$ cat config.mk
export PLATFORM = sky130hd
export DESIGN_NAME = id_ex_stage
export DESIGN_NICKNAME = d
export VERILOG_FILES = /design/src/rtl/id_ex_stage.sv
export SDC_FILE = /design/constraint.sdc
export NUM_CORES = 1
export LEC_CHECK = 0
export ABC_AREA = 1
export CAP_MARGIN = 20
export CORE_ASPECT_RATIO = 1.5
export CORE_MARGIN = 2
export CORE_UTILIZATION = 30
export DETAILED_ROUTE_END_ITERATION = 10
export PLACE_DENSITY_LB_ADDON = 0.1
export SLEW_MARGIN = 20
export SYNTH_ARGS = -nofsm -noshare
export SYNTH_HDL_FRONTEND = slang
export SYNTH_SLANG_ARGS = --single-unit
$ cat constraint.sdc
create_clock -name clk -period 1.9 [get_ports clk]
set_clock_uncertainty 0.2 [all_clocks]
set_input_delay 0.19 -clock clk [delete_from_list [all_inputs] [get_ports clk]]
set_output_delay 0.19 -clock clk [all_outputs]
set_load 0.005 [all_outputs]
$ cat src/rtl/id_ex_stage.sv
// id_ex_stage: MIPS instruction decode plus the ID/EX pipeline register.
// Decodes instr_id combinationally, detects load-use hazards against the
// load currently held in EX, and registers control and operands for EX.
// A bubble is the all-zero register image (SLL r0,r0,0 with no writes).
// Optional macro ID_EX_ILLEGAL_EN adds the ex_illegal output, which flags
// unknown opcode/funct encodings instead of turning them into silent bubbles.
module id_ex_stage #(
    parameter int width  = 32,
    parameter int lenght = 32,
    parameter int NB     = $clog2(lenght)
) (
    input  logic             clk,
    input  logic             reset,
    input  logic [31:0]      instr_id,
    input  logic [width-1:0] pc_plus4_id,
    input  logic [width-1:0] rs_data,
    input  logic [width-1:0] rt_data,
    input  logic             flush,
    output logic             stall_o,
    output logic [width-1:0] ex_rs_data,
    output logic [width-1:0] ex_rt_data,
    output logic [width-1:0] ex_imm,
    output logic [width-1:0] ex_pc_plus4,
    output logic [NB-1:0]    ex_rs,
    output logic [NB-1:0]    ex_rt,
    output logic [NB-1:0]    ex_write_reg,
    output logic [4:0]       ex_shamt,
    output logic [3:0]       ex_alu_op,
    output logic             ex_alu_src,
    output logic             ex_reg_write,
    output logic             ex_mem_read,
    output logic             ex_mem_write,
    output logic             ex_mem_to_reg,
    output logic [1:0]       ex_branch,
    output logic [1:0]       ex_jump
`ifdef ID_EX_ILLEGAL_EN
    ,
    output logic             ex_illegal
`endif
);

    typedef enum logic [3:0] {
        ALU_ADD   = 4'd0,
        ALU_SUB   = 4'd1,
        ALU_AND   = 4'd2,
        ALU_OR    = 4'd3,
        ALU_XOR   = 4'd4,
        ALU_NOR   = 4'd5,
        ALU_SLT   = 4'd6,
        ALU_SLL   = 4'd7,
        ALU_SRL   = 4'd8,
        ALU_SRA   = 4'd9,
        ALU_PASSB = 4'd10
    } alu_op_e;

    localparam logic [5:0] OP_RTYPE = 6'h00, OP_J    = 6'h02, OP_JAL  = 6'h03,
                           OP_BEQ   = 6'h04, OP_BNE  = 6'h05, OP_ADDIU = 6'h09,
                           OP_SLTI  = 6'h0A, OP_ANDI = 6'h0C, OP_ORI  = 6'h0D,
                           OP_XORI  = 6'h0E, OP_LUI  = 6'h0F, OP_LW   = 6'h23,
                           OP_SW    = 6'h2B;

    localparam logic [5:0] FN_SLL  = 6'h00, FN_SRL  = 6'h02, FN_SRA = 6'h03,
                           FN_JR   = 6'h08, FN_ADDU = 6'h21, FN_SUBU = 6'h23,
                           FN_AND  = 6'h24, FN_OR   = 6'h25, FN_XOR = 6'h26,
                           FN_NOR  = 6'h27, FN_SLT  = 6'h2A;

    typedef struct packed {
        logic [width-1:0] rs_data;
        logic [width-1:0] rt_data;
        logic [width-1:0] imm;
        logic [width-1:0] pc_plus4;
        logic [NB-1:0]    rs;
        logic [NB-1:0]    rt;
        logic [NB-1:0]    write_reg;
        logic [4:0]       shamt;
        alu_op_e          alu_op;
        logic             alu_src;
        logic             reg_write;
        logic             mem_read;
        logic             mem_write;
        logic             mem_to_reg;
        logic [1:0]       branch;
        logic [1:0]       jump;
`ifdef ID_EX_ILLEGAL_EN
        logic             illegal;
`endif
    } idex_t;

    idex_t ex_q, ex_d, dec;
    logic  known, useRs, useRt, hazard;

    logic [5:0]       opcode, funct;
    logic [NB-1:0]    rsIdx, rtIdx, rdIdx;
    logic [width-1:0] immSext, immZext, immLui, jumpTarget;

    assign opcode     = instr_id[31:26];
    assign funct      = instr_id[5:0];
    assign rsIdx      = NB'(instr_id[25:21]);
    assign rtIdx      = NB'(instr_id[20:16]);
    assign rdIdx      = NB'(instr_id[15:11]);
    assign immSext    = {{(width-16){instr_id[15]}}, instr_id[15:0]};
    assign immZext    = width'(instr_id[15:0]);
    assign immLui     = width'({instr_id[15:0], 16'h0000});
    // J/JAL carry their 26-bit target in ex_imm so EX can form the jump address
    assign jumpTarget = width'(instr_id[25:0]);

    // Decode instr_id into the EX control image and note which sources it reads
    always_comb begin
        dec          = '0;
        known        = 1'b1;
        useRs        = 1'b1;
        useRt        = 1'b0;
        dec.rs_data  = rs_data;
        dec.rt_data  = rt_data;
        dec.pc_plus4 = pc_plus4_id;
        dec.rs       = rsIdx;
        dec.rt       = rtIdx;
        case (opcode)
            OP_RTYPE: begin
                dec.reg_write = 1'b1;
                dec.write_reg = rdIdx;
                useRt         = 1'b1;
                case (funct)
                    FN_ADDU: dec.alu_op = ALU_ADD;
                    FN_SUBU: dec.alu_op = ALU_SUB;
                    FN_AND:  dec.alu_op = ALU_AND;
                    FN_OR:   dec.alu_op = ALU_OR;
                    FN_XOR:  dec.alu_op = ALU_XOR;
                    FN_NOR:  dec.alu_op = ALU_NOR;
                    FN_SLT:  dec.alu_op = ALU_SLT;
                    FN_SLL:  begin dec.alu_op = ALU_SLL; dec.shamt = instr_id[10:6]; useRs = 1'b0; end
                    FN_SRL:  begin dec.alu_op = ALU_SRL; dec.shamt = instr_id[10:6]; useRs = 1'b0; end
                    FN_SRA:  begin dec.alu_op = ALU_SRA; dec.shamt = instr_id[10:6]; useRs = 1'b0; end
                    FN_JR: begin
                        dec.reg_write = 1'b0;
                        dec.write_reg = '0;
                        dec.jump      = 2'b11;
                        useRt         = 1'b0;
                    end
                    default: known = 1'b0;
                endcase
            end
            OP_ADDIU, OP_SLTI: begin
                dec.alu_op    = (opcode == OP_ADDIU) ? ALU_ADD : ALU_SLT;
                dec.imm       = immSext;
                dec.alu_src   = 1'b1;
                dec.reg_write = 1'b1;
                dec.write_reg = rtIdx;
            end
            OP_ANDI, OP_ORI, OP_XORI: begin
                dec.alu_op    = (opcode == OP_ANDI) ? ALU_AND :
                                (opcode == OP_ORI)  ? ALU_OR  : ALU_XOR;
                dec.imm       = immZext;
                dec.alu_src   = 1'b1;
                dec.reg_write = 1'b1;
                dec.write_reg = rtIdx;
            end
            OP_LUI: begin
                dec.alu_op    = ALU_PASSB;
                dec.imm       = immLui;
                dec.alu_src   = 1'b1;
                dec.reg_write = 1'b1;
                dec.write_reg = rtIdx;
                useRs         = 1'b0;
            end
            OP_LW: begin
                dec.imm        = immSext;
                dec.alu_src    = 1'b1;
                dec.reg_write  = 1'b1;
                dec.write_reg  = rtIdx;
                dec.mem_read   = 1'b1;
                dec.mem_to_reg = 1'b1;
            end
            OP_SW: begin
                dec.imm       = immSext;
                dec.alu_src   = 1'b1;
                dec.mem_write = 1'b1;
                useRt         = 1'b1;
            end
            OP_BEQ, OP_BNE: begin
                dec.alu_op = ALU_SUB;
                dec.imm    = immSext;
                dec.branch = (opcode == OP_BEQ) ? 2'b01 : 2'b10;
                useRt      = 1'b1;
            end
            OP_J: begin
                dec.imm  = jumpTarget;
                dec.jump = 2'b01;
                useRs    = 1'b0;
            end
            OP_JAL: begin
                dec.imm       = jumpTarget;
                dec.jump      = 2'b10;
                dec.reg_write = 1'b1;
                dec.write_reg = NB'(31);
                useRs         = 1'b0;
            end
            default: known = 1'b0;
        endcase
        if (!known) begin
            dec   = '0;
            useRs = 1'b0;
            useRt = 1'b0;
`ifdef ID_EX_ILLEGAL_EN
            dec.illegal = 1'b1;
`endif
        end
    end

    // Load-use hazard detection; a flush squashes the instruction so it never stalls
    always_comb begin
        hazard  = ex_q.mem_read && (ex_q.rt != '0) &&
                  ((useRs && (rsIdx == ex_q.rt)) || (useRt && (rtIdx == ex_q.rt)));
        stall_o = hazard && !flush && !reset;
        ex_d    = dec;
        if (flush || hazard) begin
            ex_d = '0;
        end
    end

    // ID/EX pipeline register with synchronous reset to a bubble
    always_ff @(posedge clk) begin
        if (reset) begin
            ex_q <= '0;
        end else begin
            ex_q <= ex_d;
        end
    end

    assign ex_rs_data    = ex_q.rs_data;
    assign ex_rt_data    = ex_q.rt_data;
    assign ex_imm        = ex_q.imm;
    assign ex_pc_plus4   = ex_q.pc_plus4;
    assign ex_rs         = ex_q.rs;
    assign ex_rt         = ex_q.rt;
    assign ex_write_reg  = ex_q.write_reg;
    assign ex_shamt      = ex_q.shamt;
    assign ex_alu_op     = ex_q.alu_op;
    assign ex_alu_src    = ex_q.alu_src;
    assign ex_reg_write  = ex_q.reg_write;
    assign ex_mem_read   = ex_q.mem_read;
    assign ex_mem_write  = ex_q.mem_write;
    assign ex_mem_to_reg = ex_q.mem_to_reg;
    assign ex_branch     = ex_q.branch;
    assign ex_jump       = ex_q.jump;
`ifdef ID_EX_ILLEGAL_EN
    assign ex_illegal    = ex_q.illegal;
`endif

endmodule

==> metrics.md <==
| Metric | Value |
|---|---|
| Initial antenna violation count | 0 |
| Top delay family on crit path | simple AND/OR/NAND/NOR gates |
| Max Freq | between 0.4 and 0.5 GHz |
| Most Frequent Cell on Critical Path | nand2_2 |
| NetSw | 1770 uW |
| WHS Path Cells | 3 |
| EDFF count, synth | 0 |
| Root buffer selected by CTS | clkbuf_16 |
| Area grow syn2layout | 101% |
| Setup WS post-layout | -0.330 ns |
| Max_slew headroom | 80.8% |
| Inserted Diodes | 0 |
| Critical Path Max Stage Delay | 0.37 ns |
| Grt total ovfl | 0 |
| Core area | 0.0173 mm^2 |
| Sequential share of power | between 40% and 50% |
| Worst Setup End Kind | register |
| Initial DRC Count | 245 |
| Final hold violations | 0 |
| DRC | 0 |
| Routed vias/inst | about 4.2 |
| CTS max path bufs | 2 |
| Seq/Total Area, Yosys | 60.5% |
| Yosys reg bits | 160 |
| First-pass GRT wire length | ~29000 um |
| Maximum fanout along the worst path | 6 |
| Cell Count, Final, Fillers Out | 1300 |
| # IOs | ~290 |
| Starting density of the core | a little under a third |
| DR pass1 iterations | 4 |
| Die Span Y | roughly 170 um |
| Share of cells above drive strength 1 | between 20% and 30% |
| Max-slew violations | 0 |
| RSZ-0062 raised after global routing | true |
| Worst-Margin Slew | about 0.29 ns |
| WP data required | between 2 and 2.5 ns |
| Synth top area cells | dfxtp_1 (61%), nor2_1 (14%), inv_1 (10%) |
| Via Count | ~5400 |
| Async S/R FF share, synth | 0% |
| Slowest CP cell | dfxtp_4 |
| Synth top area share | 60.5% |
| Final nets | around 1200 |
| Die Wd | 112 um |
| Outcome | finished with violations |
| Mapped Nets | just under 800 |
| Dpl cells | ~1200 |
| Final setup violation count | roughly 160 |
| Syn avg cell area | roughly 8 um^2 |
| Max Cap Viol | 0 |
| WP buf/inv | 7 |
| Yosys top cell by area | dfxtp_1 |
| Levels on crit path | 17 |
| Clk_lat worst skew | approximately 0.42 ns |
| Combinational share of power | 11.5% |
| Rows | 59 |
| Worst vdd ir | between 0.0005 and 0.0006 V |
| Tcrit/Tclk final | 117% |
| Post-route ant nets | 0 |
| Clock Pin Slew Worst Setup and Hold Paths | 0.06 ns |
| Vias in the first global route | roughly 5400 |
| Power density over cell area | approximately 700 mW/mm^2 |
| Failing checks | negative setup slack |
| Mapped Cells | ~650 |
| Largest net degree at the start of global routing | 17 |
| Overall Global Routing Usage | 20.3% |
| RD Place Congestion | between 0.8 and 0.9 |
| CP startpoint kind | register |
| Clock Sinks | between 150 and 200 |
| Static Leak | around 0.0048 uW |
| Mapped Area | 0.00529 mm^2 |
| Die area | around 0.019 mm^2 |
| Setup TNS | -36.95 ns |
| Yosys warnings | 0 |
| Net Sw Frac | 23.8% |
| Critical path class | register to register |
| Hpwl dp | 13100 um |
| PortBufs | roughly 290 |
| Final WL | ~19000 um |
| Clock buffer count from CTS | 17 |
| Period minus WS final | ~2.2 ns |
| Number of H-tree levels | 4 |
| Top_reg_cell synth | dfxtp_1 |
| Hold Path Class | input pin to register |
| Crit path cell chain | inv_2, nand2_2, nand2_2, nor2_4, nand2_2, nor2_2, nand3_1, nand2_2, nand2_2, buf_4, buf_6, buf_8, nand2_8, buf_12, buf_12, buf_16, nor2_1 |
| CTS tree | yes |
| Clock group share of total power | roughly 43% |
| Routed WL per cell | 14.6 um |
| Pint | around 5700 uW |
| Worst R2R Path Depth | 17 |
| WP data arrival | roughly 2.3 ns |
| Synth unique cells | 26 |
cells by family (layout without fill, tap and decap cells):
logic type                Yosys count  count (layout)  synth area share [%]
buffers and inverters             165             600                  12.5
and+or+nand+nor                   286             286                  22.3
xor gates and xnor gates            3               3                 0.497
AOI/OAI and AO/OA                  38              38                  4.12
DFF                               160             160                  60.5
stage by stage:
stage	area (um^2)	hold WS [ns]	total power, uW	utilization (%)	setup slack (ns)
2_1_floorplan	5290	0.102	3680	-	0.120
3_3_place_gp	9000	0.513	4190	51.9	-0.735
3_5_place_dp	9000	0.516	4190	51.9	-0.791
4_1_cts	10600	0.0619	7540	60.9	-0.294
5_1_grt	10600	0.0691	7730	61.3	-0.438
6_report	10600	0.0840	7440	61.3	-0.330
worst register-to-register path: stages (launching register included):
cell and delay, ns:
dfxtp_4 0.37, inv_2 0.04, nand2_2 0.05, nand2_2 0.07, nor2_4 0.13, nand2_2 0.06
nor2_2 0.10, nand3_1 0.09, nand2_2 0.08, nand2_2 0.06, buf_4 0.13, buf_6 0.10
buf_8 0.12, nand2_8 0.12, buf_12 0.14, buf_12 0.12, buf_16 0.11, nor2_1 0.04
area by class of cell:
| cell class | count | area [um^2] |
|---|---|---|
| fillers | 1499 | 6710 |
| repair buffers | 423 | 4360 |
| flip-flops and latches | 160 | 3210 |
| multi-input cells | 327 | 1700 |
| inverters | 145 | 547 |
| clock buffers | 20 | 447 |
| well taps | 213 | 267 |
| clock inverters | 12 | 98.8 |
cell usage after synthesis (4+ instances only):
master / instances
nor2_1: 203
dfxtp_1: 160
nand3_1: 22
inv_1: 141
nand2_2: 5
o2bb2ai_1: 4
buf_4: 8
o21ai_0: 10
o22ai_1: 7
buf_2: 10
nand2_1: 42
a21oi_1: 15
inv_2: 4
placed cells by master (no fill, tap or decap), drive strengths merged:
master	count
clkinvlp	3
clkdlybuf4s50	279
o211ai	1
o2bb2ai	4
a21oi	15
inv	151
xor2	3
clkbuf	20
dfxtp	160
nor2	208
a31oi	1
nor3b	1
nand4	3
o22ai	7
nor3	2
clkinv	3
nand3	23
dlygate4sd3	2
buf	136
nand2	48
dlygate4sd2	6
o21ai	10
nand3b	1
power by group through the flow:
| stage | clock, uW | combinational (uW) | sequential, uW |
|---|---|---|---|
| after floorplan | 0 | 188 | 3500 |
| after global placement | 0 | 697 | 3490 |
| after detailed placement | 0 | 699 | 3490 |
| after CTS | 3280 | 850 | 3410 |
| after global routing | 3390 | 927 | 3410 |
| final | 3170 | 854 | 3410 |
final timing paths:
| check | from | to | slack [ns] |
|---|---|---|---|
| setup / recovery | ex_rt[1] | ex_imm[22] | -0.33 |
| hold / removal | pc_plus4_id[30] | ex_pc_plus4[30] | 0.08 |
| setup reg to reg | ex_rt[1] | ex_imm[22] | -0.33 |
| hold reg to reg | ex_mem_to_reg | ex_imm[9] | 0.93 |
per-layer routing:
metal | vias to the layer above | GRT usage (%) | part of all wire [%] | wire length [um]
li1 | 2753 | - | - | -
met1 | 2437 | 20.7 | 37 | 6980
met2 | 229 | 38.0 | 54 | 10200
met3 | 29 | 6.00 | 6.8 | 1300
met4 | 0 | 8.22 | 2.6 | 501
met5 | - | 0 | 0 | 0
what timing repair did:
action,in CTS,in global routing
cloned,14,0
hold endpoints to repair,2,0
hold buffers,2,0
setup buffers,45,2
gates resized for setup,131,65
pin swaps,17,0
setup endpoints to repair,156,161
Power figures use the tool's default switching activity.
